<file path="config.mk">
export PLATFORM = sky130hd
export DESIGN_NAME = pipe_stage_elastic
export DESIGN_NICKNAME = d
export VERILOG_FILES = /design/src/rtl/pipe_pkg.sv /design/src/rtl/pipe_reg_en.sv /design/src/rtl/pipe_stage_elastic.sv
export SDC_FILE = /design/constraint.sdc
export NUM_CORES = 1
export LEC_CHECK = 0
export BUFFER_PORTS_ARGS = -buffer_cell sky130_fd_sc_hd__buf_4
export CORE_MARGIN = 2
export CORE_UTILIZATION = 43
export DETAILED_ROUTE_END_ITERATION = 7
export PLACE_DENSITY = 0.65
export SLEW_MARGIN = 0
export SYNTH_ARGS = -nofsm -noshare
export SYNTH_HDL_FRONTEND = slang
export SYNTH_SLANG_ARGS = --single-unit
</file>
<file path="constraint.sdc">
create_clock -name clk -period 2 [get_ports clk]
set_clock_uncertainty 0.1 [all_clocks]
set_input_delay 0.4 -clock clk [delete_from_list [all_inputs] [get_ports clk]]
set_output_delay 0.4 -clock clk [all_outputs]
set_load 0.01 [all_outputs]
</file>
<file path="src/rtl/pipe_pkg.sv">
// Shared types and default widths for the elastic pipeline stage.
package pipe_pkg;
    typedef enum logic [1:0] {
        EMPTY = 2'b00,
        ONE   = 2'b01,
        TWO   = 2'b10
    } stateT;

    localparam int DEF_DATA_W    = 64;
    localparam int DEF_CTRL_W    = 2;
    localparam int DEF_DEST_W    = 5;
    localparam int DEF_REG_IDX_W = 5;
endpackage

</file>
<file path="src/rtl/pipe_reg_en.sv">
// Width-parametrised load-enable register with async active-low clear to zero.
module pipe_reg_en #(
    parameter int W = 8
) (
    input  logic         clk,
    input  logic         rst,
    input  logic         en,
    input  logic [W-1:0] d,
    output logic [W-1:0] q
);
    always_ff @(posedge clk or negedge rst) begin
        if (!rst)    q <= '0;
        else if (en) q <= d;
    end
endmodule

</file>
<file path="src/rtl/pipe_stage_elastic.sv">
// Elastic pipeline stage: valid/ready handshake, 2-entry skid buffer, flush.
// Optional saturating stall counter when PIPE_STAGE_STALL_CNT_EN is defined.
module pipe_stage_elastic
    import pipe_pkg::*;
#(
    parameter int DATA_W = DEF_DATA_W,
    parameter int CTRL_W = DEF_CTRL_W,
    parameter int DEST_W = DEF_DEST_W
) (
    input  logic              clk,
    input  logic              rst,
    input  logic              flush,
    input  logic              in_valid,
    output logic              in_ready,
    input  logic [CTRL_W-1:0] in_ctrl,
    input  logic [DATA_W-1:0] in_data,
    input  logic [DEST_W-1:0] in_dest,
    output logic              out_valid,
    input  logic              out_ready,
    output logic [CTRL_W-1:0] out_ctrl,
    output logic [DATA_W-1:0] out_data,
    output logic [DEST_W-1:0] out_dest
`ifdef PIPE_STAGE_STALL_CNT_EN
    ,
    output logic [31:0]       stall_cnt
`endif
);
    localparam int BEAT_W = CTRL_W + DATA_W + DEST_W;

    stateT             state, nextState;
    logic              inReadyQ;
    logic              accept, issue;
    logic              mainLoad, skidLoad;
    logic [BEAT_W-1:0] inBeat, mainD, mainQ, skidQ;
    logic [CTRL_W-1:0] mainCtrl;

    assign accept = in_valid & inReadyQ;
    assign issue  = out_valid & out_ready;
    assign inBeat = {in_ctrl, in_data, in_dest};

    always_comb begin
        nextState = state;
        case (state)
            EMPTY:   if (accept) nextState = ONE;
            ONE: begin
                if (accept && !issue)      nextState = TWO;
                else if (!accept && issue) nextState = EMPTY;
            end
            TWO:     if (issue) nextState = ONE;
            default: nextState = EMPTY;
        endcase
    end

    // in_ready comes straight from a flop so out_ready never reaches it combinationally.
    always_ff @(posedge clk or negedge rst) begin
        if (!rst) begin
            state    <= EMPTY;
            inReadyQ <= 1'b1;
        end else if (flush) begin
            state    <= EMPTY;
            inReadyQ <= 1'b1;
        end else begin
            state    <= nextState;
            inReadyQ <= (nextState != TWO);
        end
    end

    // Main refills from skid when draining TWO, otherwise from the input.
    assign mainLoad = !flush && ((state == EMPTY && accept) ||
                                 (state == ONE && accept && issue) ||
                                 (state == TWO && issue));
    assign skidLoad = !flush && state == ONE && accept && !issue;
    assign mainD    = (state == TWO) ? skidQ : inBeat;

    pipe_reg_en #(.W(BEAT_W)) uMain (
        .clk(clk), .rst(rst), .en(mainLoad), .d(mainD), .q(mainQ)
    );

    pipe_reg_en #(.W(BEAT_W)) uSkid (
        .clk(clk), .rst(rst), .en(skidLoad), .d(inBeat), .q(skidQ)
    );

    assign mainCtrl  = mainQ[BEAT_W-1 -: CTRL_W];
    assign out_valid = (state != EMPTY);
    assign in_ready  = inReadyQ;
    assign out_ctrl  = out_valid ? mainCtrl : '0;
    assign out_data  = mainQ[DEST_W +: DATA_W];
    assign out_dest  = mainQ[DEST_W-1:0];

`ifdef PIPE_STAGE_STALL_CNT_EN
    always_ff @(posedge clk or negedge rst) begin
        if (!rst)
            stall_cnt <= '0;
        else if (out_valid && !out_ready && stall_cnt != 32'hFFFF_FFFF)
            stall_cnt <= stall_cnt + 32'd1;
    end
`endif
endmodule

</file>
==> flow_metrics.tcl, run 1 <==
set metrics [dict create \
    status "finished, final reports clean" \
    min_period_ns 1.95 \
    dp_hpwl_um 9070 \
    synth-seq-cells 145 \
    ant_nets 0 \
    synth_seq_area_share 0.528 \
    first_pass_iters 4 \
    die_h_um 130 \
    nFillCells 1405 \
    finalSetupTns_ns 0 \
    syn_inst 546 \
    crit_chain "or2_4 > and2_1 > buf_4" \
    critPathMaxStageDelay_ns 0.45 \
    drt_iter0_drc 239 \
    avgViaCountPerCell 4.78 \
    synth_cell_types 27 \
    cts_made_buffers 17 \
    max_freq_mhz 513 \
    wirelength_um 13700 \
    clk_latency_ns 0.41 \
    dp_cells 821 \
    crit_buf_inv 1 \
    portBuffers 148 \
    grt_usage 0.164 \
    final_nets 706 \
    worst_pin_slew_ns 0.407 \
    grt_max_degree 65 \
    fin_crit_sh 0.975 \
    maxCapViolations 0 \
    cts_tree "yes" \
    num_rows 46 \
    syn_to_final_growth_pct 23.4 \
    grt_overflow 0 \
    h-tree-depth 4 \
    clkTransAtPathRegs_ns 0.06 \
    dp_slack_ns 0.101 \
    place_congestion 0.758 \
    ir_worst_vdd_mv 0.515 \
    drc_errors 0 \
    syn_area_sq_mm 0.00687 \
    slew_viol_final 0 \
    grt_pass1_vias 4168 \
    ys.warnings.count 0 \
    p_per_area_mw_per_mm2 1140 \
    wl_per_cell_um 16.0 \
    initial_utilization 0.436 \
    clock_path_buffers 2 \
    crit_arrival_ns 1.45 \
    worstSetupPathType "register to output pin" \
    holdCritPathClass "input pin to register" \
    cp_max_fo 5 \
    cts_sinks 145 \
    diodes 0 \
    critPathSlowestCell "dfrtp_2" \
    setup_violations 0 \
    core_sq_mm 0.0158 \
    dr_total_vias 4109 \
    path_delay_family "flip-flops" \
    rsz0062_at_grt "no" \
    synth.avg_cell_area_sq_um 12.6 \
    start_kind "register" \
    grt_pass1_wl_um 21300 \
    drive_gt1_frac 0.425 \
    layout_setup_ws_ns 0.0492 \
    fin_cells 859 \
    cp.required_ns 1.50 \
    slew_headroom 0.729 \
    cts_root_buf "clkbuf_16" \
    die_area_sq_mm 0.0170 \
    syn_nets 622 \
    grt_antenna_before_repair 0 \
    ios 149 \
    hold_viol 0 \
    crit_path_end_kind "output pin" \
    die_w_um 130 \
    leakagePower_nw 4.66 \
]
## what timing repair did
| action | CTS | global route |
|---|---|---|
| buffers inserted | 0 | 4 |
| pin swaps | 0 | 1 |
| endpoints found under the setup margin | 2 | 43 |
| hold buffers | 1 | 0 |
| endpoints found under the hold margin | 36 | 0 |
| gates cloned | 0 | 1 |
| resized for setup | 3 | 1 |
## flip-flops by register name, indices dropped and copies added (netlist names)
name,flops
state,2
uSkid.q,71
uMain.q,71
in_ready,1
## kinds of logic (layout without fill, tap and decap cells)
kind of cell    count (synthesis)  count (layout)  synth area share
flops                         145             145             0.528
mux                           142             142             0.257
buf+inv                       100             197             0.107
simple gates                   83              83            0.0506
compound gates                 76              76            0.0574
## synthesized netlist by cell type (all sizes together)
cell       n  share of area
a31o       1         0.0013
a31oi      1        0.00091
and2       2         0.0018
and3b      1         0.0013
buf       91           0.10
clkbuf     9         0.0066
dfrtp    144           0.52
dfstp      1         0.0038
mux2      71           0.15
mux2i     71           0.10
nand2     72          0.039
nand2b     1        0.00091
nand3b     2         0.0022
nand4b     1         0.0013
nand4bb    1         0.0016
nor2       1        0.00055
nor3       1        0.00073
o21ai     71          0.052
o21bai     1         0.0011
o31a       1         0.0013
o31ai      1         0.0011
or2        1        0.00091
## cell usage in the layout, fill, tap and decap left out
cell type and n:
o21bai_1 1, and3b_1 1, a31o_4 1, clkbuf_8 2, clkinv_2 2, nand2_1 72
o21ai_0 41, buf_12 8, inv_6 1, or2_4 1, mux2_2 3, buf_4 153
clkbuf_16 18, o21ai_1 30, mux2i_1 71, clkinvlp_4 2, bufinv_16 6, nor2_1 1
nand3b_1 2, mux2_4 68, nand2b_4 1, clkinv_4 2, dlygate4sd3_1 1, dfstp_2 1
nand4bb_1 1, nor3_1 1, dfrtp_1 142, o31a_1 1, a31oi_1 1, dfrtp_2 2
nand4b_1 1, and2_1 2, o31ai_1 1, buf_6 2
## worst paths after layout
check / slack [ns] / from / cells past startpoint / endpoint
max: 0.05 / state[1] / 3 / out_ctrl[1]
min: 0.08 / flush / 2 / state[0]
max reg2reg: 0.17 / in_ready / 6 / uSkid.q[9]
min reg2reg: 0.37 / uMain.q[70] / 2 / uMain.q[70]
max in group asynchronous: 0.83 / rst / 3 / uSkid.q[66]
min in group asynchronous: 0.36 / rst / 2 / uMain.q[17]
## final cells by class
cell class,count,area [sq um],share of cell area
flip-flops and latches,145,3630,0.428
multi-input cells,301,2530,0.298
repair buffers,165,1370,0.161
clock buffers,19,453,0.0534
well taps,216,270,0.0319
clock inverters,13,231,0.0273
## metrics by stage
step | util | instance area (sq um) | power, mW | hold WS (ns)
after global routing | 0.538 | 8480 | 10.2 | 0.0529
final | 0.538 | 8480 | 9.69 | 0.0817
after global placement | 0.490 | 7730 | 6.01 | 0.241
after detailed placement | 0.490 | 7730 | 6.10 | 0.244
after floorplan | - | 6870 | 5.56 | 0.00441
after CTS | 0.535 | 8430 | 9.81 | 0.0576
## layer usage
layer	global-route usage	up-vias	part of all wire
li1	-	1969	-
met1	0.211	2026	0.43
met2	0.266	95	0.51
met3	0.0411	19	0.037
met4	0.0695	0	0.019
met5	0	-	0
## power by group
part,switching [mW],internal (mW)
registers,0.423,3.67
logic,0.737,1.22
clock network,1.23,2.41
total,2.39,7.30
Power figures use the tool's default switching activity.
==> run 2, diff against run 1 <==
REMOVE_ABC_BUFFERS = 1   (was not set)
==> flow_metrics.tcl, run 2 (same netlist as run 1, synthesis figures left out) <==
set metrics [dict create \
    worst_pin_slew_ns 0.469 \
    cts_made_buffers 17 \
    ant_nets 0 \
    fin_util 0.534 \
    grt_usage 0.161 \
    drt_iter0_drc 142 \
    dp_slack_ns 0.147 \
    status "finished, final reports clean" \
    start_kind "register" \
    avgViaCountPerCell 4.79 \
    final_nets 706 \
    min_period_ns 1.93 \
    drive_gt1_frac 0.420 \
    die_h_um 130 \
    num_rows 46 \
    dp_cells 823 \
    crit_path_end_kind "output pin" \
    p_switching_mw 2.32 \
    crit_chain "or2_2 > and2_1 > buf_4" \
    clkTransAtPathRegs_ns 0.06 \
    p_per_area_mw_per_mm2 1140 \
    p_comb_frac 0.203 \
    die_w_um 130 \
    diodes 0 \
    ir_worst_vdd_mv 0.621 \
    dp_hpwl_um 8560 \
    clkPwrFrac 0.372 \
    critPathMaxStageDelay_ns 0.42 \
    core_sq_mm 0.0158 \
    max_freq_mhz 518 \
    leakagePower_nw 4.64 \
    grt_pass1_wl_um 21100 \
    total_power_mw 9.59 \
    cts_sinks 145 \
    syn_to_final_growth_pct 22.6 \
    path_delay_family "simple AND/OR/NAND/NOR gates" \
    setup_violations 0 \
    grt_max_degree 89 \
    h-tree-depth 4 \
    reg2reg_slack_ns 0.12 \
    grt_antenna_before_repair 0 \
    holdCritPathClass "input pin to register" \
    cp_max_fo 5 \
    wirelength_um 13000 \
    r2r-start "in_ready" \
    worstSetupPathType "register to output pin" \
    slew_headroom 0.687 \
    die_area_sq_mm 0.0170 \
    startpoint "state[1]" \
    dr_total_vias 4106 \
    hold_viol 0 \
    finalSetupTns_ns 0 \
    layout_commonest_cell "buf_4" \
    fin_area_sq_mm 0.00842 \
    critPathSlowestCell "dfrtp_2" \
    cp.required_ns 1.50 \
    hold_depth 2 \
    fin_cells 857 \
    crit_buf_inv 1 \
    maxCapViolations 0 \
    ios 149 \
    grt_pass1_vias 4169 \
    r2r_end "uSkid.q[20]" \
    grt_overflow 0 \
    p_int_mw 7.27 \
    swShare 0.242 \
    crit_arrival_ns 1.43 \
    slew_viol_final 0 \
    cts_root_buf "clkbuf_16" \
    place_congestion 0.778 \
    wl_per_cell_um 15.2 \
    first_pass_iters 4 \
    layout_setup_ws_ns 0.0705 \
    fin_crit_sh 0.965 \
    reg2reg_depth 5 \
    cts_tree "yes" \
    holdWs_ns 0.0828 \
    top_regs "uMain.q (71), uSkid.q (71), state (2)" \
    clock_path_buffers 2 \
    min_to "state[0]" \
    drc_errors 0 \
    sequentialPowerShare 0.425 \
    initial_utilization 0.436 \
    rsz0062_at_grt "no" \
    layout_common_cells "buf_4 (156), dfrtp_1 (143), nand2_1 (72)" \
    hp-start "flush" \
    placed_area_sq_mm 0.00772 \
    clk_latency_ns 0.41 \
    portBuffers 148 \
]
[run 2: worst max-delay path by stage]
stage / to / slack [ns] / cells after the start
3_5_place_dp: uSkid.q[50] / 0.15 / 5
5_1_grt: out_ctrl[0] / 0.008 / 3
3_3_place_gp: uSkid.q[41] / 0.19 / 5
4_1_cts: out_ctrl[1] / 0.004 / 3
6_report: out_ctrl[1] / 0.07 / 3
2_1_floorplan: uSkid.q[0] / -2.62 / 4
[run 2: per-layer routing]
metal	vias to the layer above	share of wire	global-route usage
li1	1967	-	-
met1	2014	0.46	0.213
met2	104	0.46	0.252
met3	21	0.056	0.0468
met4	0	0.020	0.0651
met5	-	0	0
[run 2: power by group through the flow]
| stage | clock network, mW | logic (mW) | registers [mW] |
|---|---|---|---|
| global route | 3.80 | 2.13 | 4.17 |
| floorplan | 0 | 1.02 | 4.16 |
| detailed placement | 0 | 1.96 | 4.11 |
| CTS | 3.67 | 1.97 | 4.08 |
| global placement | 0 | 1.90 | 4.10 |
| finish | 3.57 | 1.94 | 4.08 |
[run 2: area by class of cell]
type	count	area (sq um)
Clock buffer	20	457
Fill cell	1363	7350
Timing Repair Buffer	165	1330
Multi-Input combinational cell	301	2520
Sequential cell	145	3630
Clock inverter	10	208
Tap cell	216	270
[run 2: repair_timing]
| item | in CTS | in global routing |
|---|---|---|
| hold buffers | 1 | 0 |
| endpoints found under the hold margin | 39 | 0 |
| gates resized for setup | 1 | 0 |
| endpoints found under the setup margin | 2 | 2 |
| setup buffers | 1 | 2 |
==> run 3, diff against run 2 <==
CELL_PAD_IN_SITES_DETAIL_PLACEMENT = 1   (was not set)
CELL_PAD_IN_SITES_GLOBAL_PLACEMENT = 1   (was not set)
PLACE_DENSITY = not set   (was 0.65)
PLACE_DENSITY_LB_ADDON = 0.3   (was not set)
clock period = 2.1 ns   (was 2 ns; I/O delays follow)
==> flow_metrics.tcl, run 3 (same netlist as run 1, synthesis figures left out) <==
set metrics [dict create \
    setup_violations 0 \
    worst_pin_slew_ns 0.583 \
    ios 149 \
    dp_cells 821 \
    crit_path_end_kind "output pin" \
    ir_worst_vdd_mv 0.564 \
    layout_setup_ws_ns 0.0711 \
    ctsResizeCount 0 \
    maxCapViolations 0 \
    die_area_sq_mm 0.0170 \
    wl_per_cell_um 17.4 \
    rsz0062_at_grt "no" \
    diodes 0 \
    clkTransAtPathRegs_ns 0.06 \
    clk_latency_ns 0.41 \
    cts_tree "yes" \
    fin_cells 854 \
    initial_utilization 0.436 \
    cts_setup_buffers 0 \
    crit_arrival_ns 1.51 \
    slew_headroom 0.611 \
    placed_area_sq_mm 0.00771 \
    start_kind "register" \
    cts_sinks 145 \
    grt_max_degree 106 \
    dp_slack_ns 0.233 \
    first_pass_iters 4 \
    p_per_area_mw_per_mm2 1070 \
    avgViaCountPerCell 4.83 \
    grt_pass1_vias 4584 \
    grt_pass1_wl_um 23700 \
    portBuffers 148 \
    cts_made_buffers 17 \
    dr_total_vias 4126 \
    die_h_um 130 \
    final_nets 701 \
    dp_hpwl_um 9750 \
    grt_overflow 0 \
    hold_viol 0 \
    syn_to_final_growth_pct 21.3 \
    status "finished, final reports clean" \
    min_period_ns 2.03 \
    num_rows 46 \
    ant_nets 0 \
    fin_area_sq_mm 0.00833 \
    drive_gt1_frac 0.417 \
    drc_errors 0 \
    cp.required_ns 1.58 \
    grt_antenna_before_repair 0 \
    layout_common_cells "buf_4 (151), dfrtp_1 (144), nand2_1 (72)" \
    h-tree-depth 4 \
    clock_path_buffers 2 \
    layout_commonest_cell "buf_4" \
    slew_viol_final 0 \
    core_sq_mm 0.0158 \
    place_congestion 0.717 \
    total_power_mw 8.92 \
    die_w_um 130 \
    cts_root_buf "clkbuf_16" \
    holdCritPathClass "input pin to register" \
    worstSetupPathType "register to output pin" \
    holdWs_ns 0.110 \
    fin_crit_sh 0.966 \
    max_freq_mhz 493 \
    cts_hold_buffers 1 \
    leakagePower_nw 4.61 \
    cp_max_fo 7 \
    drt_iter0_drc 161 \
    wirelength_um 14800 \
    grt_usage 0.180 \
    top_regs "uMain.q (71), uSkid.q (71), state (2)" \
]
[run 3: changes by cell type in the layout (fill, tap and decap cells not counted), sizes merged]
cell,previous run,this run
clkinv,1,8
buf,164,159
bufinv,6,3
clkinvlp,3,0
clkbuf,20,21
[run 3: final timing paths]
check                                 start          end  slack [ns]  cells past startpoint
worst max-delay path               state[1]  out_ctrl[1]        0.07                      3
worst min register to register  uMain.q[53]  uMain.q[53]        0.38                      2
max in group asynchronous               rst  uMain.q[43]        0.93                      3
worst min-delay path                  flush     state[0]        0.11                      2
min in group asynchronous               rst  uSkid.q[29]        0.51                      3
worst max register to register     in_ready  uSkid.q[27]        0.21                      5
[run 3: power breakdown]
part / switching [mW] / internal [mW] / leakage [nW]
logic: 0.723 / 1.15 / 2.51
registers: 0.426 / 3.49 / 1.79
clock network: 1.15 / 1.98 / 0.312
total: 2.30 / 6.62 / 4.61
[run 3: layer usage]
layer,part of all wire,track usage
met2,0.49,0.292
met3,0.052,0.0460
met4,0.012,0.0582
met5,0,0
met1,0.45,0.240
[run 3: cell type report]
type / instances / area, sq um
Clock buffer: 21 / 480
Fill cell: 1663 / 7440
Multi-Input combinational cell: 301 / 2520
Clock inverter: 11 / 134
Tap cell: 216 / 270
Sequential cell: 145 / 3630
Timing Repair Buffer: 160 / 1290
[run 3: worst max-delay path, stage by stage, from the launching register on]
cell and delay (ns):
dfrtp_1 0.46, or2_2 0.33, and2_1 0.17, buf_4 0.14
[run 3: through the flow]
stage	setup TNS [ns]	util
2_1_floorplan	-291.97	-
3_3_place_gp	0	0.489
3_5_place_dp	0	0.489
4_1_cts	0	0.528
5_1_grt	0	0.528
6_report	0	0.528
